`src/rtl/mem_arbiter.sv`:
```
// mem_arbiter: shares one main-memory port between the icache and dcache, routing in-order read responses back to their owner
// Ports: ic_* / dc_* are the two cache-side mem_req/mem_resp handshakes, mem_* is the single memory port,
// mem_resp_data_out broadcasts read data to both caches. Define MEM_ARB_RR_EN for round-robin; the default build uses fixed dcache priority.
module mem_arbiter #(
  parameter int ADDR_BITS = 28,
  parameter int DATA_BITS = 128,
  parameter int MAX_OUTST = 4
) (
  input  logic                   clk,
  input  logic                   reset,
  input  logic                   ic_mem_req_valid,
  output logic                   ic_mem_req_ready,
  input  logic [ADDR_BITS-1:0]   ic_mem_req_addr,
  input  logic                   ic_mem_req_rw,
  input  logic                   ic_mem_req_data_valid,
  output logic                   ic_mem_req_data_ready,
  input  logic [DATA_BITS-1:0]   ic_mem_req_data_bits,
  input  logic [DATA_BITS/8-1:0] ic_mem_req_data_mask,
  output logic                   ic_mem_resp_valid,
  input  logic                   dc_mem_req_valid,
  output logic                   dc_mem_req_ready,
  input  logic [ADDR_BITS-1:0]   dc_mem_req_addr,
  input  logic                   dc_mem_req_rw,
  input  logic                   dc_mem_req_data_valid,
  output logic                   dc_mem_req_data_ready,
  input  logic [DATA_BITS-1:0]   dc_mem_req_data_bits,
  input  logic [DATA_BITS/8-1:0] dc_mem_req_data_mask,
  output logic                   dc_mem_resp_valid,
  output logic [DATA_BITS-1:0]   mem_resp_data_out,
  output logic                   mem_req_valid,
  input  logic                   mem_req_ready,
  output logic [ADDR_BITS-1:0]   mem_req_addr,
  output logic                   mem_req_rw,
  output logic                   mem_req_data_valid,
  input  logic                   mem_req_data_ready,
  output logic [DATA_BITS-1:0]   mem_req_data_bits,
  output logic [DATA_BITS/8-1:0] mem_req_data_mask,
  input  logic                   mem_resp_valid,
  input  logic [DATA_BITS-1:0]   mem_resp_data
);
  localparam int PW = $clog2(MAX_OUTST);
  typedef enum logic [1:0] {IDLE, ADDR, WDATA} state_t;
  state_t state_q, state_d;
  logic gnt_q, gnt_d;
  logic [MAX_OUTST-1:0] own_q, own_d;
  logic [PW-1:0] wp_q, wp_d, rp_q, rp_d;
  logic [PW:0] cnt_q, cnt_d;
  logic full, ic_el, dc_el, pick, sel, s_v, s_rw, s_dv, acc, dhs, push, pop;
`ifdef MEM_ARB_RR_EN
  logic rr_q, rr_d;
`endif
  // sel: 0 = icache, 1 = dcache; only free to change in IDLE
  always_comb begin
    full = cnt_q == (PW+1)'(MAX_OUTST);
    // a read cannot win while the owner FIFO is full, but a write still can
    ic_el = ic_mem_req_valid & (ic_mem_req_rw | !full);
    dc_el = dc_mem_req_valid & (dc_mem_req_rw | !full);
`ifdef MEM_ARB_RR_EN
    pick = (ic_el & dc_el) ? rr_q : dc_el;
`else
    pick = dc_el;
`endif
    sel = (state_q == IDLE) ? pick : gnt_q;
    s_v = sel ? dc_mem_req_valid : ic_mem_req_valid;
    s_rw = sel ? dc_mem_req_rw : ic_mem_req_rw;
    s_dv = sel ? dc_mem_req_data_valid : ic_mem_req_data_valid;
    mem_req_addr = sel ? dc_mem_req_addr : ic_mem_req_addr;
    mem_req_rw = s_rw;
    mem_req_data_bits = sel ? dc_mem_req_data_bits : ic_mem_req_data_bits;
    mem_req_data_mask = sel ? dc_mem_req_data_mask : ic_mem_req_data_mask;
    mem_req_valid = !reset & (state_q != WDATA) & s_v & (s_rw | !full);
    acc = mem_req_valid & mem_req_ready;
    // write data is only offered once its address is accepted (same cycle or later in WDATA)
    mem_req_data_valid = !reset & s_dv & ((state_q == WDATA) | (acc & s_rw));
    dhs = mem_req_data_valid & mem_req_data_ready;
    ic_mem_req_ready = acc & !sel;
    dc_mem_req_ready = acc & sel;
    ic_mem_req_data_ready = dhs & !sel;
    dc_mem_req_data_ready = dhs & sel;
    pop = !reset & mem_resp_valid & (cnt_q != '0);
    push = acc & !s_rw;
    ic_mem_resp_valid = pop & !own_q[rp_q];
    dc_mem_resp_valid = pop & own_q[rp_q];
    mem_resp_data_out = mem_resp_data;
    state_d = (state_q == WDATA) ? (dhs ? IDLE : WDATA) :
              acc ? ((s_rw & !dhs) ? WDATA : IDLE) :
              (mem_req_valid | (state_q == ADDR)) ? ADDR : IDLE;
    gnt_d = sel;
    own_d = own_q;
    if (push) own_d[wp_q] = sel;
    wp_d = wp_q + PW'(push);
    rp_d = rp_q + PW'(pop);
    cnt_d = cnt_q + (PW+1)'(push) - (PW+1)'(pop);
`ifdef MEM_ARB_RR_EN
    rr_d = acc ? !sel : rr_q;
`endif
  end
  always_ff @(posedge clk) begin
    if (reset) begin
      state_q <= IDLE;
      gnt_q <= 1'b0;
      own_q <= '0;
      wp_q <= '0;
      rp_q <= '0;
      cnt_q <= '0;
`ifdef MEM_ARB_RR_EN
      rr_q <= 1'b0;
`endif
    end else begin
      state_q <= state_d;
      gnt_q <= gnt_d;
      own_q <= own_d;
      wp_q <= wp_d;
      rp_q <= rp_d;
      cnt_q <= cnt_d;
`ifdef MEM_ARB_RR_EN
      rr_q <= rr_d;
`endif
    end
  end
endmodule
```
`config.mk`:
```
export PLATFORM = sky130hd
export DESIGN_NAME = mem_arbiter
export DESIGN_NICKNAME = d
export VERILOG_FILES = /design/src/rtl/mem_arbiter.sv
export SDC_FILE = /design/constraint.sdc
export NUM_CORES = 1
export LEC_CHECK = 0
export ABC_CLOCK_PERIOD_IN_PS = 3800
export BUFFER_PORTS_ARGS = -buffer_cell sky130_fd_sc_hd__buf_4
export CORE_AREA = 2 2 311 313
export DETAILED_ROUTE_END_ITERATION = 16
export DIE_AREA = 0 0 313 315
export PLACE_DENSITY_LB_ADDON = 0.1
export SETUP_SLACK_MARGIN = 0.02
export SLEW_MARGIN = 40
export SYNTH_ARGS = -nofsm -noshare
export SYNTH_HDL_FRONTEND = slang
export SYNTH_SLANG_ARGS = --single-unit
```
`constraint.sdc`:
```
create_clock -name clk -period 3.8 [get_ports clk]
set_clock_uncertainty 0.15 [all_clocks]
set_input_delay 0.19 -clock clk [delete_from_list [all_inputs] [get_ports clk]]
set_output_delay 0.19 -clock clk [all_outputs]
set_load 0.01 [all_outputs]
```
==> reports/results.ini <==
[setup_path]
r2r_setup_slack_ns=0.92
worstPathMaxFanout=99
arrival_ns=2.65
start_kind=flop
required_ns=3.46
worstReg2RegStart=cnt_q[1]
startpoint=state_q[1]
endpoint_kind=primary output
path_class=reg -> out

[clocking]
cts_setup_buffers=0
cts_resized=0
clk_path_buf_depth=2
cts_hold_buf=0
path_clk_slew_ns=0.05
clock_sinks=14
cts_tree=yes
htreeDepth=1
clock_latency_ns=0.24
cts_root_buf=clkbuf_16
numCtsBuffers=3

[yosys]
synth_seq_cells=14
synth_xor_area_share_pct=0.912
synth_adder_area_share_pct=1.82
synth_simple_gate_area_share_pct=5.83
synthArstFlopShare_pct=0
ys_seq_area_share_pct=7.29
ys.flop_type=dfxtp_1
synth_top_family_by_area=multiplexers
synthDistinctLibCells=34
synth_warnings=0
yosys-mux-area-fraction_pct=52.6
synth_edf_count=0
netlist_instances=407
avgSynthCellArea_um2=9.44
synth_nets=895
synth_compound_area_share_pct=2.31
synth.cell_area_um2=3840

[global_routing]
met2_usage_pct=11.3
overflow=0
grt_max_degree=99
grt_pass1_vias=5117
grtUsageMet1_pct=8.33
grt_pass1_wl_um=47700
grt.total_usage_pct=7.13
grt_busiest_layer=met2
antenna_found_initial=8
grtUsageMet3_pct=4.74

[timing]
finalSetupViolations=0
post-route-period-util_pct=78.6
fin_crit_ns=2.99
relSlewSlack_pct=48.3
whs_ns=0.0698
max_slew.worst_pin.slew_ns=0.775
drv_slew=0
rsz0062_at_grt=no
fmax_mhz=335
finalSetupTns_ns=0
hold_violations=0

[min_path]
hold_class=in -> reg
hold_start=reset

[cells_and_area]
final_common_cell=buf_4
layout_common_cells=535 x buf_4, 153 x mux2_2, 20 x mux2_1
drive_gt1_share_pct=87.4
design_area_um2=8490
fin_nets=1289
area_growth_pct=121

[power]
max-vdd-ir-drop_mv=0.261
leakagePower_nw=3.67
powerDensity_nw_per_um2=286

[routing]
drt_iter0_markers=108
post-route-drc-count=0
drt-wirelength-per-cell_um=18.3
postRouteAntennaNets=0
drt_wl_total_um=38000
avgViaCountPerCell=2.25
vias=4683
drtPass1Iterations=4

[job]
drv_cap=0

[floorplan]
pin_count=792
row_count=114
dieWidth_um=313
dieArea_um2=98600
core_um2=95700
die_h_um=315
initial_core_util_pct=4.01

[place]
hpwl_um=34600
place_congestion=0.748
port_buffers=535
placed_area_um2=8390

[run_status]
status=finished, final reports clean

[through the flow]
stage	worst slack (ns)	power, mW	instances	utilization (%)
after floorplan	1.23	1.22	407	-
after CTS	0.830	2.54	2076	8.86
after global placement	0.700	2.32	2072	8.77
final	0.812	2.43	2078	8.87
after global routing	0.767	2.61	2076	8.86
after detailed placement	0.883	2.30	2072	8.77
[final cells by class]
class                   count  area (um2)
fillers                 11300       87200
repair buffers            537        4060
multi-input cells         239        2440
well taps                1276        1600
flip-flops and latches     14         280
clock buffers               4        88.8
inverters                   6        22.5
diodes                      2        5.00
[path summary, 6_finish.rpt]
check	endpoint	cells after the start
worst max register to register	cnt_q[2]	11
worst min-delay path	rp_q[1]	2
worst max-delay path	mem_req_data_bits[108]	5
worst min register to register	own_q[0]	2
[sequential cells by signal, summed over array words and instances, names as in the netlist]
| signal | count |
|---|---|
| own_q | 4 |
| state_q | 2 |
| rp_q | 2 |
| gnt_q | 1 |
| cnt_q | 3 |
| wp_q | 2 |
[synth_stat cells (all sizes together), types with 2 or more instances]
master / number / share of area (%)
mux2i: 5 / 1.3
nand2: 9 / 0.88
nor2b: 7 / 1.1
nor3b: 2 / 0.39
dfxtp: 14 / 7.3
xnor2: 3 / 0.68
inv: 6 / 0.59
ha: 4 / 1.3
buf: 147 / 29
o211a: 2 / 0.72
o21ai: 3 / 0.68
nor2: 11 / 1.1
mux2: 173 / 51
nand3: 4 / 0.52
nand4b: 2 / 0.46
and2: 2 / 0.33
[critical path, cell delays in order (launching register included)]
cell     delay (ns)
dfxtp_1        0.33
or3b_4         0.44
o21ai_4        0.28
buf_12         0.43
mux2_2         0.49
buf_4          0.17
[kinds of logic (layout without fill, tap and decap cells)]
logic type,after synthesis,count (layout)
buffers and inverters,154,547
AND/OR/NAND/NOR,42,42
flip-flops,14,14
XOR/XNOR,4,4
adder cells (fa/ha/maj),5,5
multiplexers,179,179
other,0,2
AO/OA/AOI/OAI,9,9
[routing by layer]
layer | up-vias | part of all wire [%]
met5 | - | 0.32
met2 | 516 | 44
met4 | 8 | 0.021
met3 | 8 | 15
li1 | 2083 | -
met1 | 2068 | 40
[report_power, final]
part           leakage [nW]  switching (mW)  internal (mW)
Combinational          3.52           0.968           1.05
Sequential            0.114          0.0213          0.167
Clock                0.0442          0.0648          0.160
Total                  3.67            1.05           1.38
(Power assumes the default switching activity.)
